### config.mk
export PLATFORM = sky130hd
export DESIGN_NAME = mcycle_ctrl_flat
export DESIGN_NICKNAME = d
export VERILOG_FILES = /design/src/rtl/mcycle_ctrl_pkg.sv /design/src/rtl/mcycle_ctrl_if.sv /design/src/rtl/mcycle_ctrl_alu_dec.sv /design/src/rtl/mcycle_ctrl.sv /design/src/flat_wrapper.sv
export SDC_FILE = /design/constraint.sdc
export NUM_CORES = 1
export LEC_CHECK = 0
export CAP_MARGIN = 20
export CORE_UTILIZATION = 38
export DETAILED_ROUTE_END_ITERATION = 16
export GPL_TIMING_DRIVEN = 0
export MAX_ROUTING_LAYER = met4
export PLACE_DENSITY = 0.85
export SLEW_MARGIN = 40
export SYNTH_ARGS = -nofsm -noshare
export SYNTH_HDL_FRONTEND = slang
export SYNTH_SLANG_ARGS = --single-unit
### constraint.sdc
create_clock -name i_clk -period 3.1 [get_ports i_clk]
set_input_delay 0.93 -clock i_clk [delete_from_list [all_inputs] [get_ports i_clk]]
set_output_delay 0.93 -clock i_clk [all_outputs]
set_load 0.02 [all_outputs]
### src/rtl/mcycle_ctrl_pkg.sv
// Shared encodings for the multicycle controller: FSM states, opcode/funct
// fields, ALU function codes and datapath mux selects.
package mcycle_ctrl_pkg;

  typedef enum logic [3:0] {
    ST_FETCH  = 4'd0,
    ST_DECODE = 4'd1,
    ST_MEMADR = 4'd2,
    ST_MEMRD  = 4'd3,
    ST_MEMWB  = 4'd4,
    ST_MEMWR  = 4'd5,
    ST_EXEC   = 4'd6,
    ST_ALUWB  = 4'd7,
    ST_BRANCH = 4'd8,
    ST_ADDIEX = 4'd9,
    ST_ADDIWB = 4'd10,
    ST_JUMP   = 4'd11
  } state_e;

  typedef enum logic [1:0] {
    ALU_OP_ADD   = 2'b00,
    ALU_OP_SUB   = 2'b01,
    ALU_OP_FUNCT = 2'b10
  } alu_op_e;

  localparam logic [5:0] OP_RTYPE = 6'b000000;
  localparam logic [5:0] OP_LW    = 6'b100011;
  localparam logic [5:0] OP_SW    = 6'b101011;
  localparam logic [5:0] OP_BEQ   = 6'b000100;
  localparam logic [5:0] OP_ADDI  = 6'b001000;
  localparam logic [5:0] OP_J     = 6'b000010;

  localparam logic [5:0] FN_ADD = 6'b100000;
  localparam logic [5:0] FN_SUB = 6'b100010;
  localparam logic [5:0] FN_AND = 6'b100100;
  localparam logic [5:0] FN_OR  = 6'b100101;
  localparam logic [5:0] FN_SLT = 6'b101010;

  localparam logic [2:0] ALU_AND = 3'b000;
  localparam logic [2:0] ALU_OR  = 3'b001;
  localparam logic [2:0] ALU_ADD = 3'b010;
  localparam logic [2:0] ALU_SUB = 3'b110;
  localparam logic [2:0] ALU_SLT = 3'b111;

  localparam logic [1:0] SRC_B_REG     = 2'b00;
  localparam logic [1:0] SRC_B_FOUR    = 2'b01;
  localparam logic [1:0] SRC_B_IMM     = 2'b10;
  localparam logic [1:0] SRC_B_IMM_SH2 = 2'b11;

  localparam logic [1:0] PC_SRC_ALU    = 2'b00;
  localparam logic [1:0] PC_SRC_ALUOUT = 2'b01;
  localparam logic [1:0] PC_SRC_JUMP   = 2'b10;

endpackage

### src/rtl/mcycle_ctrl_if.sv
// Controller <-> datapath bundle. The slave side is the controller; the
// master side is the datapath (or a bench standing in for it).
interface mcycle_ctrl_if;
  logic [5:0] i_opcode;
  logic [5:0] i_funct;
  logic       i_zero;
  logic       i_mem_ready;
  logic [2:0] o_alu_func;
  logic       o_alu_src_a;
  logic [1:0] o_alu_src_b;
  logic [1:0] o_pc_src;
  logic       o_pc_en;
  logic       o_iord;
  logic       o_ir_write;
  logic       o_mem_write;
  logic       o_reg_write;
  logic       o_reg_dst;
  logic       o_mem_to_reg;
  logic       o_illegal;
  logic [3:0] o_state;

  modport slave (
    input  i_opcode, i_funct, i_zero, i_mem_ready,
    output o_alu_func, o_alu_src_a, o_alu_src_b, o_pc_src, o_pc_en, o_iord,
           o_ir_write, o_mem_write, o_reg_write, o_reg_dst, o_mem_to_reg,
           o_illegal, o_state
  );

  modport master (
    output i_opcode, i_funct, i_zero, i_mem_ready,
    input  o_alu_func, o_alu_src_a, o_alu_src_b, o_pc_src, o_pc_en, o_iord,
           o_ir_write, o_mem_write, o_reg_write, o_reg_dst, o_mem_to_reg,
           o_illegal, o_state
  );
endinterface

### src/rtl/mcycle_ctrl_alu_dec.sv
// ALU decoder: maps the FSM's alu_op plus the R-type funct field to the
// ALU function code, flagging funct values it cannot decode.
module alu_dec
  import mcycle_ctrl_pkg::*;
(
  input  alu_op_e    alu_op,
  input  logic [5:0] i_funct,
  output logic [2:0] o_alu_func,
  output logic       o_funct_bad
);

  always_comb begin
    o_alu_func  = ALU_ADD;
    o_funct_bad = 1'b0;
    case (alu_op)
      ALU_OP_ADD: o_alu_func = ALU_ADD;
      ALU_OP_SUB: o_alu_func = ALU_SUB;
      ALU_OP_FUNCT: begin
        case (i_funct)
          FN_ADD:  o_alu_func = ALU_ADD;
          FN_SUB:  o_alu_func = ALU_SUB;
          FN_AND:  o_alu_func = ALU_AND;
          FN_OR:   o_alu_func = ALU_OR;
          FN_SLT:  o_alu_func = ALU_SLT;
          // Unknown funct falls back to ADD so the ALU input stays defined.
          default: o_funct_bad = 1'b1;
        endcase
      end
      default: o_alu_func = ALU_ADD;
    endcase
  end

endmodule

### src/rtl/mcycle_ctrl.sv
// Multicycle MIPS-subset control FSM (lw, sw, R-type, beq, addi, j).
// The current state is exported on o_state for debug visibility.
module mcycle_ctrl
  import mcycle_ctrl_pkg::*;
#(
  parameter bit MEM_HS = 1'b1
) (
  input  logic          i_clk,
  input  logic          i_rstn,
  mcycle_ctrl_if.slave  bus
);

  state_e     state, next_state;
  alu_op_e    alu_op;
  logic [2:0] dec_func;
  logic       funct_bad;
  logic       ready;
  logic       alu_en;
  logic       alu_src_a, iord, reg_dst, mem_to_reg;
  logic [1:0] alu_src_b, pc_src;
  logic       pc_en, ir_write, mem_write, reg_write, illegal;

  // i_mem_ready is a completion strobe: a memory state (FETCH, MEMRD, MEMWR)
  // holds its request controls stable every cycle until it samples ready high,
  // and retires in that same cycle.
  assign ready = MEM_HS ? bus.i_mem_ready : 1'b1;

  alu_dec u_alu_dec (
    .alu_op      (alu_op),
    .i_funct     (bus.i_funct),
    .o_alu_func  (dec_func),
    .o_funct_bad (funct_bad)
  );

  always_ff @(posedge i_clk or negedge i_rstn) begin
    if (!i_rstn) state <= ST_FETCH;
    else         state <= next_state;
  end

  always_comb begin
    next_state = state;
    alu_op     = ALU_OP_ADD;
    alu_en     = 1'b0;
    alu_src_a  = 1'b0;
    alu_src_b  = SRC_B_REG;
    pc_src     = PC_SRC_ALU;
    pc_en      = 1'b0;
    iord       = 1'b0;
    ir_write   = 1'b0;
    mem_write  = 1'b0;
    reg_write  = 1'b0;
    reg_dst    = 1'b0;
    mem_to_reg = 1'b0;
    illegal    = 1'b0;
    case (state)
      ST_FETCH: begin
        alu_en    = 1'b1;
        alu_src_b = SRC_B_FOUR;
        pc_src    = PC_SRC_ALU;
        ir_write  = ready;
        pc_en     = ready;
        if (ready) next_state = ST_DECODE;
      end
      ST_DECODE: begin
        // Branch target is precomputed here while the opcode is decoded.
        alu_en    = 1'b1;
        alu_src_b = SRC_B_IMM_SH2;
        case (bus.i_opcode)
          OP_LW, OP_SW: next_state = ST_MEMADR;
          OP_RTYPE:     next_state = ST_EXEC;
          OP_BEQ:       next_state = ST_BRANCH;
          OP_ADDI:      next_state = ST_ADDIEX;
          OP_J:         next_state = ST_JUMP;
          default: begin
            illegal    = 1'b1;
            next_state = ST_FETCH;
          end
        endcase
      end
      ST_MEMADR: begin
        alu_en     = 1'b1;
        alu_src_a  = 1'b1;
        alu_src_b  = SRC_B_IMM;
        next_state = (bus.i_opcode == OP_SW) ? ST_MEMWR : ST_MEMRD;
      end
      ST_MEMRD: begin
        iord = 1'b1;
        if (ready) next_state = ST_MEMWB;
      end
      ST_MEMWB: begin
        mem_to_reg = 1'b1;
        reg_write  = 1'b1;
        next_state = ST_FETCH;
      end
      ST_MEMWR: begin
        iord      = 1'b1;
        mem_write = 1'b1;
        if (ready) next_state = ST_FETCH;
      end
      ST_EXEC: begin
        alu_en    = 1'b1;
        alu_op    = ALU_OP_FUNCT;
        alu_src_a = 1'b1;
        alu_src_b = SRC_B_REG;
        if (funct_bad) begin
          illegal    = 1'b1;
          next_state = ST_FETCH;
        end else begin
          next_state = ST_ALUWB;
        end
      end
      ST_ALUWB: begin
        reg_dst    = 1'b1;
        reg_write  = 1'b1;
        next_state = ST_FETCH;
      end
      ST_BRANCH: begin
        alu_en     = 1'b1;
        alu_op     = ALU_OP_SUB;
        alu_src_a  = 1'b1;
        alu_src_b  = SRC_B_REG;
        pc_src     = PC_SRC_ALUOUT;
        pc_en      = bus.i_zero;
        next_state = ST_FETCH;
      end
      ST_ADDIEX: begin
        alu_en     = 1'b1;
        alu_src_a  = 1'b1;
        alu_src_b  = SRC_B_IMM;
        next_state = ST_ADDIWB;
      end
      ST_ADDIWB: begin
        reg_write  = 1'b1;
        next_state = ST_FETCH;
      end
      ST_JUMP: begin
        pc_src     = PC_SRC_JUMP;
        pc_en      = 1'b1;
        next_state = ST_FETCH;
      end
      default: next_state = ST_FETCH;
    endcase
  end

  assign bus.o_alu_func   = alu_en ? dec_func : 3'b000;
  assign bus.o_alu_src_a  = alu_src_a;
  assign bus.o_alu_src_b  = alu_src_b;
  assign bus.o_pc_src     = pc_src;
  assign bus.o_iord       = iord;
  assign bus.o_reg_dst    = reg_dst;
  assign bus.o_mem_to_reg = mem_to_reg;
  assign bus.o_state      = state;

  // Reset also masks the Mealy enables, since FETCH decodes ready directly.
  assign bus.o_pc_en      = pc_en     & i_rstn;
  assign bus.o_ir_write   = ir_write  & i_rstn;
  assign bus.o_mem_write  = mem_write & i_rstn;
  assign bus.o_reg_write  = reg_write & i_rstn;
  assign bus.o_illegal    = illegal   & i_rstn;

endmodule

### src/flat_wrapper.sv
// flat-port wrapper written by rule: the top's interface ports become plain ports
module mcycle_ctrl_flat import mcycle_ctrl_pkg::*;
#(
  parameter bit MEM_HS = 1'b1
)
  (i_clk, i_rstn, bus_i_opcode, bus_i_funct, bus_i_zero, bus_i_mem_ready, bus_o_alu_func, bus_o_alu_src_a, bus_o_alu_src_b, bus_o_pc_src, bus_o_pc_en, bus_o_iord, bus_o_ir_write, bus_o_mem_write, bus_o_reg_write, bus_o_reg_dst, bus_o_mem_to_reg, bus_o_illegal, bus_o_state);
  mcycle_ctrl_if bus_i ();
  input  logic i_clk;
  input  logic i_rstn;
  input wire logic [$bits(bus_i.i_opcode)-1:0] bus_i_opcode;
  input wire logic [$bits(bus_i.i_funct)-1:0] bus_i_funct;
  input wire logic [$bits(bus_i.i_zero)-1:0] bus_i_zero;
  input wire logic [$bits(bus_i.i_mem_ready)-1:0] bus_i_mem_ready;
  output wire logic [$bits(bus_i.o_alu_func)-1:0] bus_o_alu_func;
  output wire logic [$bits(bus_i.o_alu_src_a)-1:0] bus_o_alu_src_a;
  output wire logic [$bits(bus_i.o_alu_src_b)-1:0] bus_o_alu_src_b;
  output wire logic [$bits(bus_i.o_pc_src)-1:0] bus_o_pc_src;
  output wire logic [$bits(bus_i.o_pc_en)-1:0] bus_o_pc_en;
  output wire logic [$bits(bus_i.o_iord)-1:0] bus_o_iord;
  output wire logic [$bits(bus_i.o_ir_write)-1:0] bus_o_ir_write;
  output wire logic [$bits(bus_i.o_mem_write)-1:0] bus_o_mem_write;
  output wire logic [$bits(bus_i.o_reg_write)-1:0] bus_o_reg_write;
  output wire logic [$bits(bus_i.o_reg_dst)-1:0] bus_o_reg_dst;
  output wire logic [$bits(bus_i.o_mem_to_reg)-1:0] bus_o_mem_to_reg;
  output wire logic [$bits(bus_i.o_illegal)-1:0] bus_o_illegal;
  output wire logic [$bits(bus_i.o_state)-1:0] bus_o_state;
  assign bus_i.i_opcode = bus_i_opcode;
  assign bus_i.i_funct = bus_i_funct;
  assign bus_i.i_zero = bus_i_zero;
  assign bus_i.i_mem_ready = bus_i_mem_ready;
  assign bus_o_alu_func = bus_i.o_alu_func;
  assign bus_o_alu_src_a = bus_i.o_alu_src_a;
  assign bus_o_alu_src_b = bus_i.o_alu_src_b;
  assign bus_o_pc_src = bus_i.o_pc_src;
  assign bus_o_pc_en = bus_i.o_pc_en;
  assign bus_o_iord = bus_i.o_iord;
  assign bus_o_ir_write = bus_i.o_ir_write;
  assign bus_o_mem_write = bus_i.o_mem_write;
  assign bus_o_reg_write = bus_i.o_reg_write;
  assign bus_o_reg_dst = bus_i.o_reg_dst;
  assign bus_o_mem_to_reg = bus_i.o_mem_to_reg;
  assign bus_o_illegal = bus_i.o_illegal;
  assign bus_o_state = bus_i.o_state;
  mcycle_ctrl #(.MEM_HS(MEM_HS)) u_core (.i_clk(i_clk), .i_rstn(i_rstn), .bus(bus_i));
endmodule
======== Yosys cells after proc, flatten, opt, wreduce, memory -nomap -nowiden ========
Index checks and enable logic that the tools add are counted.
Widths: inputs -> output; s select.
word-level totals
  register bits ........................... 4
  bits of input ports ..................... 16
  output and inout port bits .............. 20
  logic and storage cells ................. 70
operators by class
  equality and inequality tests ........... 26
  muxes and demuxes ....................... 27
  bitwise logic cells ..................... 5
  reductions and logical operators ........ 11
operators with widths
  cell                count
  $eq 6x6->1 const B  7
  $pmux 4 s7          1
  $pmux 4 s5          1
  $eq 4x3->1 const B  4
  $eq 4x4->1 const B  4
  $mux 1              12
  $mux 4              3
  $pmux 3 s4          1
  $reduce_or 6->1     2
  $mux 3              3
  $eq 4x2->1 const B  2
  $pmux 2 s2          2
  $eq 6x2->1 const B  1
  $eq 6x3->1 const B  1
  $eq 6x4->1 const B  1
  $logic_not 6->1     1
  $ne 2x2->1 const B  3
  $pmux 2 s3          1
  $pmux 3 s2          1
  $reduce_or 2->1     3
  $and 1x1->1         5
  $reduce_or 5->1     1
  $eq 4x1->1 const B  1
  $logic_not 4->1     1
  7 further kinds     7

======== Depth between registers and ports, before layout ========
  word-level depth ........................ 7
  depth in mapped cells ................... 8
  mapped depth without buffers ............ 7

======== Modules after synthesis ========
Synthesis repeated with hierarchy kept, for this count alone.
second synthesis, totals
  cell total of the unflattened synthesis .. 107
  area, all modules ....................... 787.0 um2
by module, submodules not included
  module       instances  cells an instance  area an instance (um2)  seq. area each (um2)
  mcycle_ctrl  1          87                 638.1                   100.1
  alu_dec      1          20                 148.9                   0.0

======== Least setup slack after synthesis ========
OpenSTA, ideal clock, no wires.
  path type ............................... reg-to-output
  start point ............................. reg u_core.state[3] (netlist: u_core.bus.o_state[3])
  end point ............................... out bus_o_alu_func[0]
  arrival ................................. 2.683 ns
  data required time ...................... 2.170 ns
  path slack .............................. -0.513 ns
  stages on the path, launching flop included .. 8
  path buffers ............................ 1
  cell sequence ........................... dfrtp_1 buf_2 nand2b_1 nor3_1 inv_1 ha_1 a21boi_1 nor4b_1
between the ends
  cells in the longest elaborated chain, start to end .. 5
  elaborated cells between the ends (all ways) .. 13
  those cells by class .................... eq/ne: 7; mux: 4; reduce/logical: 2
RTL lines
  item                                             RTL line                   text
  start: declaration                               mcycle_ctrl.sv:13          state_e state, next_state;
  start signal: assignment                         mcycle_ctrl.sv:37          else state <= next_state;
  $eq 4x4->1 / $eq 4x3->1 (equally long branches)  mcycle_ctrl.sv:55          case (state)
  $pmux 2 s2                                       mcycle_ctrl.sv:55
  $eq 2x2->1 / $eq 2x1->1 (equally long branches)  mcycle_ctrl_alu_dec.sv:15  case (alu_op)
  $pmux 3 s2                                       mcycle_ctrl_alu_dec.sv:15
  $mux 3 (*)                                       mcycle_ctrl.sv:145         assign bus.o_alu_func = alu_en ? dec_func : 3'b000;
  end: declaration                                 flat_wrapper.sv:14         output wire logic [$bits(bus_i.o_alu_func)-1:0] bus_o_alu_func;
Every way passes the cells marked *; elsewhere a longest branch is shown, timed or not.

======== Final worst setup path ========
  start point ............................. in bus_i_funct[1]
  end point ............................... out bus_o_alu_func[1]
between the ends
  cells in the longest elaborated chain, start to end .. 4
  elaborated cells between the ends (all ways) .. 7
  those cells by class .................... eq/ne: 4; mux: 3
RTL lines
  item                RTL line                   text
  start: declaration  flat_wrapper.sv:11         input wire logic [$bits(bus_i.i_funct)-1:0] bus_i_funct;
  $eq 6x6->1          mcycle_ctrl_alu_dec.sv:19  case (i_funct)
  $pmux 3 s4 (*)      mcycle_ctrl_alu_dec.sv:19
  $pmux 3 s2 (*)      mcycle_ctrl_alu_dec.sv:15
  $mux 3 (*)          mcycle_ctrl.sv:145
Marked as above.

==> results.txt <==
CTS Hold Bufs -> 0
reg2reg end -> u_core.bus.o_state[2]
Remaining DRCs -> 1
Crit. End Element -> output pin
Crit Path Class -> in2out
Avg Inst Size Synth -> 6.93 µm²
peak supply drop -> 0.471 mV
Final Util -> 74.5%
Core ar. -> 1560 µm²
io pins -> 36
Via density -> 6.21
fin cells -> 151
Hold Fails Final Rpt -> 0
number of DRC markers in iteration 0 -> 22
antenna-violating nets left -> 0
Critical Path AT -> 2130 ps
Clock Latency Late Sink -> 230 ps
Worst Hold Path EP -> u_core.bus.o_state[2]
layout cells sized above 1 -> 28.9%
Worst setup SP type -> primary input
beginning of the worst hold path -> u_core.bus.o_state[3]
Max Cap Viol -> 0
first-pass GRT wire length -> 3910 µm
synth warn -> 0
Seq/Total Area, Yosys -> 15.2%
worst-path fanout max -> 4
hold slack -> 613 ps
Peak Freq -> 327 MHz
Post-synth EDFFs -> 0
Final Cycle Share -> 98.7%
crit path cell chain -> dlygate4sd2_1 > nor3b_4 > buf_4 > a41oi_2 > a31oi_1 > buf_4
sw frac -> 52.4%
met1 usage in global routing -> 35.0%
remaining global-route overflow -> 0
DP HPWL -> 1630 µm
RD Place Congestion -> 0.925
met2 Use GR -> 41.8%
Yosys cell types -> 40
minimum clock period -> 3060 ps
clock buffer count from CTS -> 3
FILL cells -> 123
CTS root buffer -> clkbuf_4
initial antenna violation count -> 0
r2r startpoint -> u_core.bus.o_state[2]
relative max-transition margin -> 69.6%
status -> complete, but fails checks
Comb pwr share -> 77.0%
Min-Delay Path Depth -> 2
#FFs+latches synth -> 4
Cell Rows -> 14
clock network power share -> 8.3%
Final Max Slew Viols -> 0
ys flop type -> dfrtp_1
max incr delay on CP -> 290 ps
cell count after synthesis -> 95
cell mode on critical path -> buf_4
Synth async-reset ratio -> 100%
Inserted Diodes -> 0
H-tree Lvls -> 1
WL per Instance -> 15.7 µm
# nets final -> 156
final setup vio count -> 0
Final Cell Area -> 1160 µm²
Least-Margin Pin Slew -> 456 ps
Starting Density -> 42.2%
Port-buffer cells -> 34
Post-Syn Nets -> 114
CTS clk-pin slew, worst paths -> 40 ps
PD cells -> 682 nW/µm²
R2R Setup Slk -> 1340 ps
Pint -> 0.000377 W
Largest register FFs -> 4
critical path required time -> 2170 ps
clk_skew -> 0.197 ps
HP Class -> reg2reg
Die H -> 43.6 µm
placed insts -> 145
switching power -> 0.000415 W
GR Layer Usage met3 -> 5.00%
TritonRoute pass-1 iters -> 10
vias in the first global route -> 907
crit path max-delay cell type -> dlygate4sd2_1
final WL -> 2380 µm
R2R cell count -> 7
DR vias -> 938
CTS max path bufs -> 2
area grow syn2layout -> 76.4%
final setup TNS -> 0 ps
Most Crowded Layer GR -> met2
post-place instance area -> 1030 µm²
Sink Count -> 4
CTS tree -> done
Die W -> 43.6 µm
largest net degree at the start of global routing -> 11
GRT Total Usage -> 28.0%
Multi-input gate area -> 626 µm²
Die Area -> 1900 µm²
violated checks -> design-rule violations
sequential share of power -> 14.8%
synthesized cell area -> 658 µm²
Leak -> 0.457 nW
Sequential Area -> 101 µm²
Yosys cell counts, types with 2 or more instances:
master	number	area, µm²
a32oi_1	2	17.5
ha_1	3	37.5
inv_1	5	18.8
nor3b_1	2	15.0
a31oi_1	2	12.5
nand2b_1	5	31.3
nand3_1	2	10.0
clkbuf_1	2	7.51
buf_2	2	10.0
nor3_1	9	45.0
dfrtp_1	4	100
nor2_1	13	48.8
a21oi_1	6	30.0
inv_2	2	7.51
nand2_1	4	15.0
a41oi_1	2	17.5
o21ai_0	5	25.0
xnor2_1	2	17.5
nor2b_1	2	12.5
what timing repair did:
action                                  4_1_cts  5_1_grt
endpoints found under the setup margin        8        6
pin swaps                                     2        4
gates resized for setup                      48       19
endpoints found under the hold margin         0        0
buffers inserted                              1        2
worst max-delay path: cells and delay by family:
| family | cells | cell delay (ps) |
|---|---|---|
| buffers and inverters | 3 | 600 |
| AOI/OAI and AO/OA | 2 | 360 |
| and+or+nand+nor | 1 | 220 |
layer usage:
layer,wire length [µm],vias up
met5,0,-
met4,57,0
met3,160,8
met2,1200,51
met1,953,446
li1,-,433
power groups by stage:
stage               clock (W)  combinational [W]  sequential [W]
floorplan                   0           0.000322        0.000125
global placement            0           0.000574        0.000111
detailed placement          0           0.000580        0.000110
CTS                 0.0000649           0.000580        0.000115
global route        0.0000710           0.000645        0.000121
finish              0.0000655           0.000610        0.000117
cells by family after synthesis:
group                    after synthesis  synth area share (%)
AND/OR/NAND/NOR                       45                  36.7
AO/OA/AOI/OAI                         27                  28.5
buffers and inverters                 11                  6.66
flip-flops                             4                  15.2
XOR/XNOR                               3                  3.99
adder cells (fa/ha/maj)                3                  5.70
multiplexers                           2                  3.23
cell type report:
| type | instances | share of cell area, % |
|---|---|---|
| buffer | 4 | 2.05 |
| clock buffer | 3 | 1.94 |
| inverter | 7 | 2.26 |
| multi-input combinational | 80 | 53.9 |
| sequential | 4 | 8.73 |
| tap | 16 | 1.72 |
| timing repair buffer | 37 | 29.4 |
per-stage QoR:
stage	setup WS [ps]	power [W]
3_5_place_dp	-643	0.000691
2_1_floorplan	11.2	0.000447
4_1_cts	-35.7	0.000759
5_1_grt	-8.19	0.000837
6_report	40.6	0.000792
3_3_place_gp	-601	0.000684
cells in the final DEF, fill, tap and decap left out, types with 2 or more instances in the layout:
| cell type | n |
|---|---|
| buf_4 | 7 |
| nand2_1 | 4 |
| xnor2_1 | 2 |
| nand3_1 | 2 |
| clkbuf_2 | 2 |
| nor2b_4 | 2 |
| nor2_2 | 2 |
| clkbuf_1 | 2 |
| nand2b_1 | 2 |
| inv_2 | 2 |
| a21oi_1 | 6 |
| dlygate4sd2_1 | 4 |
| dlymetal6s2s_1 | 3 |
| ha_1 | 3 |
| inv_1 | 5 |
| o21ai_0 | 3 |
| buf_2 | 2 |
| dfrtp_1 | 3 |
| clkbuf_4 | 3 |
| nor2_1 | 11 |
| nand2b_2 | 2 |
| nor3_1 | 7 |
| a31oi_1 | 2 |
| a32oi_1 | 2 |
| clkdlybuf4s50_1 | 19 |
how the worst max path moves through the flow:
stage | from | to | slack [ps]
4_1_cts | bus_i_opcode[1] | bus_o_illegal | -40
6_report | bus_i_funct[1] | bus_o_alu_func[1] | 40
3_5_place_dp | bus_i_opcode[5] | bus_o_illegal | -640
5_1_grt | u_core.bus.o_state[3] | bus_o_alu_func[0] | -8
3_3_place_gp | bus_i_opcode[5] | bus_o_illegal | -600
2_1_floorplan | u_core.bus.o_state[3] | bus_o_alu_func[0] | 10
No activity file was read; power rests on OpenSTA's default activity.
